### src/rtl/serial_word_feeder.sv
// Parallel-to-serial feeder for a downstream shift-register chain.
// One-word hold buffer in front of an active shift register allows gapless streaming.
module serial_word_feeder #(
  parameter int unsigned WIDTH      = 8,
  parameter bit          LSB_FIRST  = 1'b1,
  parameter bit          IDLE_LEVEL = 1'b0
) (
  input  logic             clock,
  input  logic             negative_reset,
  input  logic [WIDTH-1:0] in_data,
  input  logic             in_valid,
  output logic             in_ready,
  input  logic             shift_en,
  output logic             out,
  output logic             out_valid,
  output logic             out_first,
  output logic             out_last,
  output logic             busy
);

  localparam int unsigned CntW = $clog2(WIDTH);

  typedef enum logic [0:0] {StIdle, StShift} state_e;

  state_e            r_state;
  logic [WIDTH-1:0]  r_hold;
  logic [WIDTH-1:0]  r_act;
  logic              r_hold_full;
  logic [CntW-1:0]   r_cnt;
  logic              r_out;
  logic              r_out_valid;
  logic              r_out_first;
  logic              r_out_last;

  logic              w_act_valid;
  logic              w_cnt_last;
  logic              w_act_free;
  logic              w_xfer;
  logic              w_accept;
  logic [CntW-1:0]   w_idx;

  assign w_act_valid = (r_state == StShift);
  assign w_cnt_last  = (r_cnt == CntW'(WIDTH - 1));
  // Active register frees up on the edge that emits its last bit, so hold can refill it gaplessly.
  assign w_act_free  = !w_act_valid || (shift_en && w_cnt_last);
  assign w_xfer      = r_hold_full && w_act_free;
  assign w_accept    = in_valid && !r_hold_full;
  assign w_idx       = LSB_FIRST ? r_cnt : (CntW'(WIDTH - 1) - r_cnt);

  always_ff @(posedge clock or negedge negative_reset) begin
    if (!negative_reset) begin
      r_state     <= StIdle;
      r_hold      <= '0;
      r_act       <= '0;
      r_hold_full <= 1'b0;
      r_cnt       <= '0;
      r_out       <= IDLE_LEVEL;
      r_out_valid <= 1'b0;
      r_out_first <= 1'b0;
      r_out_last  <= 1'b0;
    end else begin
      if (w_accept) begin
        r_hold      <= in_data;
        r_hold_full <= 1'b1;
      end else if (w_xfer) begin
        r_hold_full <= 1'b0;
      end

      if (shift_en) begin
        if (w_act_valid) begin
          r_out       <= r_act[w_idx];
          r_out_valid <= 1'b1;
          r_out_first <= (r_cnt == '0);
          r_out_last  <= w_cnt_last;
          r_cnt       <= w_cnt_last ? '0 : r_cnt + CntW'(1);
          if (w_cnt_last) begin
            r_state <= StIdle;
          end
        end else begin
          r_out       <= IDLE_LEVEL;
          r_out_valid <= 1'b0;
          r_out_first <= 1'b0;
          r_out_last  <= 1'b0;
        end
      end else begin
        r_out_valid <= 1'b0;
        r_out_first <= 1'b0;
        r_out_last  <= 1'b0;
      end

      // Placed last so a transfer overrides the idle-on-last-bit update above.
      if (w_xfer) begin
        r_act   <= r_hold;
        r_cnt   <= '0;
        r_state <= StShift;
      end
    end
  end

  assign in_ready  = !r_hold_full;
  assign busy      = w_act_valid | r_hold_full;
  assign out       = r_out;
  assign out_valid = r_out_valid;
  assign out_first = r_out_first;
  assign out_last  = r_out_last;

endmodule

### config.mk
export PLATFORM = sky130hd
export DESIGN_NAME = serial_word_feeder
export DESIGN_NICKNAME = d
export VERILOG_FILES = /design/src/rtl/serial_word_feeder.sv
export SDC_FILE = /design/constraint.sdc
export NUM_CORES = 1
export LEC_CHECK = 0
export ABC_AREA = 1
export BUFFER_PORTS_ARGS = -buffer_cell sky130_fd_sc_hd__buf_2
export CAP_MARGIN = 20
export CORE_MARGIN = 4
export CORE_UTILIZATION = 52
export CTS_CLUSTER_DIAMETER = 120
export DETAILED_ROUTE_END_ITERATION = 10
export PLACE_DENSITY = 0.74
export SKIP_CTS_REPAIR_TIMING = 1
export SYNTH_ARGS = -nofsm -noshare
export SYNTH_HDL_FRONTEND = slang
export SYNTH_SLANG_ARGS = --single-unit
### constraint.sdc
create_clock -name clock -period 1.5 [get_ports clock]
set_input_delay 0.3 -clock clock [delete_from_list [all_inputs] [get_ports clock]]
set_output_delay 0.3 -clock clock [all_outputs]
set_load 0.02 [all_outputs]
Word level (Yosys, flattened, before mapping)

Cells that the tools add are included.
Widths: inputs -> output; s select.

Output and inout port bits: 6
Register bits: 25
Input port bits: 12

$add $sub $neg: 1
Magnitude comparators: 1
Muxes and demuxes: 19
Bitwise operators: 1
Equal/unequal tests: 1
Reductions and logical operators: 11

Operator list:

| cell                | count |
|---|---|
| $mux 1              | 14 |
| $mux 3              | 4 |
| $reduce_bool 2->1   | 3 |
| $lt 3x4->1 const B  | 1 |
| $add 3x1->3 const B | 1 |
| $bmux 1 s3          | 1 |
| $eq 3x3->1 const B  | 1 |
| $logic_and 1x1->1   | 3 |
| $logic_not 3->1     | 1 |
| $logic_not 1->1     | 2 |
| $reduce_and 2->1    | 1 |
| $logic_or 1x1->1    | 1 |
| $or 1x1->1          | 1 |

Longest topological paths before layout

Gate-level depths: netlist of run 1.

Word-level depth: 6
Gate-level depth with buffers: 8
Mapped depth without buffers: 8

Worst setup path after synthesis of run 1

OpenSTA, ideal clock, no wires.

Path type: register to register
Start: register r_cnt[0]
End: register r_act[3]
Clock period less this slack: 1.360 ns
Arrival time: 1.286 ns
Data required time: 1.426 ns
Cell stages (with the launch flop): 9
Path slack: 0.140 ns
Path through: dfrtp_1 > ha_1 > ha_1 > inv_1 > o21ai_2 > nand2_2 > buf_6 > nand2_1 > o21ai_2

Word-level cells in the longest chain between the ends: 4

Ends and longest elaborated chain:

| what                   | RTL line | RTL |
|---|---|---|
| start, declared        | 29       | `logic [CntW-1:0] r_cnt;` |
| start signal, assigned | 75       | `r_cnt <= w_cnt_last ? '0 : r_cnt + CntW'(1);` |
| $eq 3x3->1             | 43       | `assign w_cnt_last = (r_cnt == CntW'(WIDTH - 1));` |
| $logic_and 1x1->1      | 45       | `assign w_act_free = !w_act_valid \|\| (shift_en && w_cnt_last);` |
| $logic_or 1x1->1       | 45       |  |
| $logic_and 1x1->1      | 46       | `assign w_xfer = r_hold_full && w_act_free;` |
| end signal, assigned   | 93       | `r_act <= r_hold;` |
| end, declared          | 27       | `logic [WIDTH-1:0] r_act;` |

No other way between the ends.
A chain may end at the register's enable or synchronous reset.

Final worst setup path of run 1

Start: register r_hold_full
End: output port in_ready

Word-level cells in the longest chain between the ends: 1

Ends and longest elaborated chain:

| what                   | RTL line | RTL |
|---|---|---|
| start, declared        | 28       | `logic r_hold_full;` |
| start signal, assigned | 55       | `r_hold_full <= 1'b0;` |
| start signal, assigned | 64       | `r_hold_full <= 1'b1;` |
| start signal, assigned | 66       | `r_hold_full <= 1'b0;` |
| $logic_not 1->1        | 100      | `assign in_ready = !r_hold_full;` |
| end, declared          | 12       | `output logic in_ready,` |

No other way between the ends.

==> results of run 1 <==
## final timing paths
check | from | slack [ns] | cells after the start | endpoint
max in group asynchronous | negative_reset | 0.64 | 2 | r_hold[4]
min reg2reg | r_act[4] | 0.50 | 2 | r_act[4]
max | r_hold_full | 0.07 | 2 | in_ready
min in group asynchronous | negative_reset | 0.49 | 2 | r_hold[1]
max reg2reg | r_cnt[1] | 0.09 | 8 | r_act[5]
min | in_data[0] | 0.22 | 2 | r_hold[0]
## layout make-up
cell class              count  area [sq um]
fillers                   159           671
flip-flops and latches     25           626
multi-input cells          68           392
repair buffers             24           159
inverters                  20          75.1
well taps                  27          33.8
clock buffers               4          26.3
## flip-flops by register name, summed over array words and instances (netlist names)
| name | count |
|---|---|
| r_act | 8 |
| r_hold | 8 |
| r_cnt | 3 |
| out | 1 |
| out_first | 1 |
| out_last | 1 |
| out_valid | 1 |
| r_hold_full | 1 |
| r_state | 1 |
## power by group through the flow
stage | Sequential (mW) | Combinational (mW) | Clock [mW]
global placement | 1.09 | 0.844 | 0
global route | 1.11 | 1.04 | 0.331
floorplan | 1.10 | 0.628 | 0
detailed placement | 1.10 | 0.869 | 0
finish | 1.09 | 0.911 | 0.294
CTS | 1.08 | 0.873 | 0.305
## cells in the final DEF (no fill, tap or decap), types with 2 or more instances in the layout
cell type  netlist  final
dfrtp_1         25     25
mux2_2           2      2
buf_2            0     16
ha_1             3      3
nor2_1           8      8
o21ai_2          8      7
nand2_1         24     24
nand2_4          1      2
nand3_1          8      8
buf_4            0      5
clkbuf_4         0      3
a21oi_1          6      6
o21ai_0          5      5
inv_1           20     20
## worst max-delay path, stage by stage, from the launching register on
cell and delay [ns]:
dfrtp_1 0.44, inv_1 0.18, buf_2 0.20
## routing by layer
| metal | vias up | track usage | part of all wire |
|---|---|---|---|
| met5 | - | 0 | 0 |
| met4 | 0 | 0.0373 | 0.0072 |
| met3 | 2 | 0.0332 | 0.035 |
| met2 | 13 | 0.220 | 0.46 |
| met1 | 371 | 0.195 | 0.50 |
| li1 | 411 | - | - |
## cells by family after synthesis
logic type,synth area share
adder cells (fa/ha/maj),0.0341
AND/OR/NAND/NOR,0.167
flip-flops,0.569
buffers and inverters,0.0887
multiplexers,0.0205
AO/OA/AOI/OAI,0.121
## metrics by stage
stage	util	total power [mW]	setup WS (ns)	hold WS, ns	instances
global route	0.662	2.48	0.00510	0.198	168
floorplan	-	1.73	0.140	0.00441	115
detailed placement	0.621	1.97	0.0249	0.317	160
CTS	0.634	2.26	-0.0201	-0.0312	164
global placement	0.621	1.93	0.0795	0.307	160
finish	0.662	2.29	0.0670	0.215	168
==> results.md, run 1 <==
* Top cells by count, synth: dfrtp_1 (25), nand2_1 (24), inv_1 (20)
* Largest net degree at the start of global routing at 26
* Endpoints failing setup at 0
* Kind of critical path: reg2out
* Clock tree sinks at 25
* Syn Area/Cell at 9.56 sq um
* Iter 0 DRT Violations at 16
* RePlAce Congestion at 0.920
* Switch share at 0.376
* Total track usage at 0.140
* Fin crit period at 1.43 ns
* Layout Skew at 0.00123 ns
* Syn Nets at 130
* Run status: finished clean
* Comb power frac at 0.398
* Critical path endpoint category: primary output
* Finished Cell Area at 1310 sq um
* Async SR Flop Fraction at 1.00
* Post-route DRC at 0
* CP Max Fanout at 5
* Worst Path Required at 1.20 ns
* WP data arrival at 1.13 ns
* Share of power burned in registers at 0.474
* CTS tree: yes
* Avg WL per Cell at 10.8 microns
* F_max at 698 MHz
* Port buffer count at 17
* Die width at 54.0 microns
* Setup TNS at 0 ns
* Leak at 0.711 nW
* Area leader, netlist: dfrtp_1
* Die area at 2910 sq um
* Synth unique cells at 15
* H-tree depth at 1
* Initial Utilization at 0.555
* NumNets Final at 157
* Post-synth EDFFs at 0
* FF+latch count, synth at 25
* Clk Tree Root Cell: clkbuf_4
* Area of the mapped netlist at 1100 sq um
* Clk pwr share at 0.128
* Hold Path Class: in2reg
* Worst VDD drop at 0.000980 V
* Final period util at 0.955
* Internal power at 1.43 mW
* Top_reg_cell synth: dfrtp_1
* Post-synth top area share at 0.569
* Yosys warnings at 0
* Clock latency on the worst-skew pair at 0.30 ns
* Count leader, synth: dfrtp_1
* Sequential share of the synthesized area at 0.569
* Power per cell area at 1750 nW/um^2
* Number of global-route vias before repair at 724
* # diodes at 0
* Synthesized instance count at 115
* CORE AREA at 1980 sq um
* Row count at 16
* Via count at 797
* Final Routed Wirelength at 1820 microns
* Clk slew on worst S/H paths at 0.13 ns
* Initial antenna violation count at 0
* Synth-to-layout area growth at 19.2%
* Slew @ Worst Pin at 0.551 ns
* Max Slew Vio Count at 0
* NetSw at 0.860 mW
* Rel. slew slack at 0.633
* Post-Place Cell Area at 1230 sq um
* Die H at 54.0 microns
* Io pins at 18
* MaxCap Viol Count at 0
* Num CTS Buffers at 3
* DP HPWL at 1300 microns
* RSZ-0062 raised after global routing: false
* Clock tree buffer depth at 2
* DRT Pass-1 Iters at 4
* First-pass GRT wire length at 2970 microns
* Remaining global-route overflow at 0
* Via density at 4.74
* Endpoints failing hold at 0
* Layout cell share with drive strength beyond 1 at 0.277
* Routed Antenna Nets at 0
* Area contributors post-synth: dfrtp_1 (57%), nand2_1 (8.2%), inv_1 (6.8%)
* Crit start category: register
Note: power is estimated with default switching activity, not from simulation.
==> inputs of run 2 (changes only) <==
Settings changed: CORE_UTILIZATION 52 to 45, PLACE_DENSITY 0.74 to 0.66, SLEW_MARGIN set to 40.
==> run 2 against run 1 <==
- cell count up 0.60%
- maximum frequency fell by 1.3%
- global-route usage is 1.2 points lower
- die area up 13%
- non-clock buffer count is the same
- total power rose by 4.1%
- clock power about the same
- first-iteration DRC count down 19%
- clock-buffer cell count decreased by 1
- register-to-register slack worse by 0.04 ns
- setup slack got worse by 0.018 ns
- largest cell class unchanged
==> results.md, run 2 (synthesis results as in run 1) <==
* NumNets Final at 157
* Initial Utilization at 0.483
* Via count at 814
* RePlAce Congestion at 0.906
* Leak at 0.717 nW
* Row count at 17
* Worst VDD drop at 0.00105 V
* Slew @ Worst Pin at 0.541 ns
* Die area at 3300 sq um
* Remaining global-route overflow at 0
* Register area at 627 sq um
* Via density at 4.82
* Endpoints failing setup at 0
* Clock tree buffer depth at 2
* Worst Path Required at 1.72 ns
* Largest net degree at the start of global routing at 26
* Initial antenna violation count at 0
* Clk Tree Root Cell: clkbuf_4
* Post-route DRC at 0
* Num CTS Buffers at 3
* Most frequent cells in the layout: dfrtp_1 (24), nand2_1 (18), inv_1 (17), buf_2 (16)
* Placed cells at 160
* Port buffer count at 17
* Die width at 57.4 microns
* Most common cell after layout, fill and taps aside: dfrtp_1
* Power per cell area at 1750 nW/um^2
* Layout cell share with drive strength beyond 1 at 0.369
* RSZ-0062 raised after global routing: true
* Run status: finished clean
* Clock latency on the worst-skew pair at 0.31 ns
* Synth-to-layout area growth at 23.9%
* Post-layout util at 0.599
* Crit start category: register
* Hold Path Class: in2reg
* Post-Place Cell Area at 1220 sq um
* DRT Pass-1 Iters at 4
* Rel. slew slack at 0.640
* Multi-input logic area at 422 sq um
* MaxCap Viol Count at 0
* Clock tree sinks at 25
* Final period util at 0.967
* Fin crit period at 1.45 ns
* Endpoints failing hold at 0
* CP Max Fanout at 6
* Max Slew Vio Count at 0
* Layout Skew at 0.000927 ns
* # diodes at 0
* First-pass GRT wire length at 3330 microns
* Io pins at 18
* Iter 0 DRT Violations at 13
* Hold Slack at 0.206 ns
* Non-Filler Instances at 169
* Filler Cell Count at 198
* Number of global-route vias before repair at 746
* Largest regs: r_act: 8 flops, r_hold: 8 flops, r_cnt: 3 flops
* Total track usage at 0.129
* H-tree depth at 1
* Kind of critical path: reg2reg
* Clk slew on worst S/H paths at 0.13 ns
* DP HPWL at 1370 microns
* Routed Antenna Nets at 0
* F_max at 689 MHz
* WP data arrival at 1.67 ns
* CTS tree: yes
* Avg WL per Cell at 11.9 microns
* Critical path endpoint category: register
* CORE AREA at 2280 sq um
* Die H at 57.4 microns
* Finished Cell Area at 1360 sq um
* Final Routed Wirelength at 2020 microns
[run 2: cell count changes in the layout (fill, tap and decap cells not counted), sizes merged]
cell / delta
buf: -1
clkinv: +1
[run 2: cell type report]
type | instances | area share
timing repair buffer | 24 | 0.129
sequential | 25 | 0.460
tap | 28 | 0.0257
clock buffer | 3 | 0.0165
clock inverter | 1 | 0.00367
multi-input combinational | 68 | 0.309
inverter | 20 | 0.0551
[run 2: critical path: stages (launching register included)]
cell and delay [ns]:
dfrtp_1 0.42, ha_2 0.22, ha_4 0.13, inv_2 0.05, o21ai_4 0.18, nand2_4 0.11
buf_12 0.15, nand2_2 0.05, o21ai_2 0.04
[run 2: worst paths after layout]
| check | slack, ns | cells past startpoint | from | endpoint |
|---|---|---|---|---|
| worst max-delay path | 0.05 | 8 | r_cnt[1] | r_act[6] |
| worst min-delay path | 0.21 | 2 | in_data[0] | r_hold[0] |
| worst max register to register | 0.05 | 8 | r_cnt[1] | r_act[6] |
| worst min register to register | 0.49 | 2 | out | out |
| max in group asynchronous | 0.63 | 2 | negative_reset | r_state |
| min in group asynchronous | 0.49 | 2 | negative_reset | out_last |
[run 2: report_power, final]
part | leakage [nW] | total, mW | switching (mW) | internal [mW]
clock | 0.0177 | 0.293 | 0.193 | 0.0996
combinational | 0.405 | 0.979 | 0.559 | 0.420
sequential | 0.294 | 1.11 | 0.161 | 0.952
[run 2: metrics by stage]
| stage | power, mW | setup TNS [ns] | worst slack [ns] |
|---|---|---|---|
| 6_report | 2.38 | 0 | 0.0488 |
| 2_1_floorplan | 1.73 | 0 | 0.140 |
| 5_1_grt | 2.63 | -0.0584 | -0.0138 |
| 3_5_place_dp | 1.97 | 0 | 0.0791 |
| 3_3_place_gp | 1.94 | 0 | 0.115 |
| 4_1_cts | 2.26 | -0.0198 | -0.0198 |
[run 2: metal layers]
metal / vias up / wire (microns) / share of wire / global-route usage
li1: 413 / - / - / -
met1: 381 / 882 / 0.44 / 0.174
met2: 18 / 1030 / 0.51 / 0.205
met3: 2 / 85 / 0.042 / 0.0226
met4: 0 / 18 / 0.0089 / 0.0497
met5: - / 0 / 0 / 0
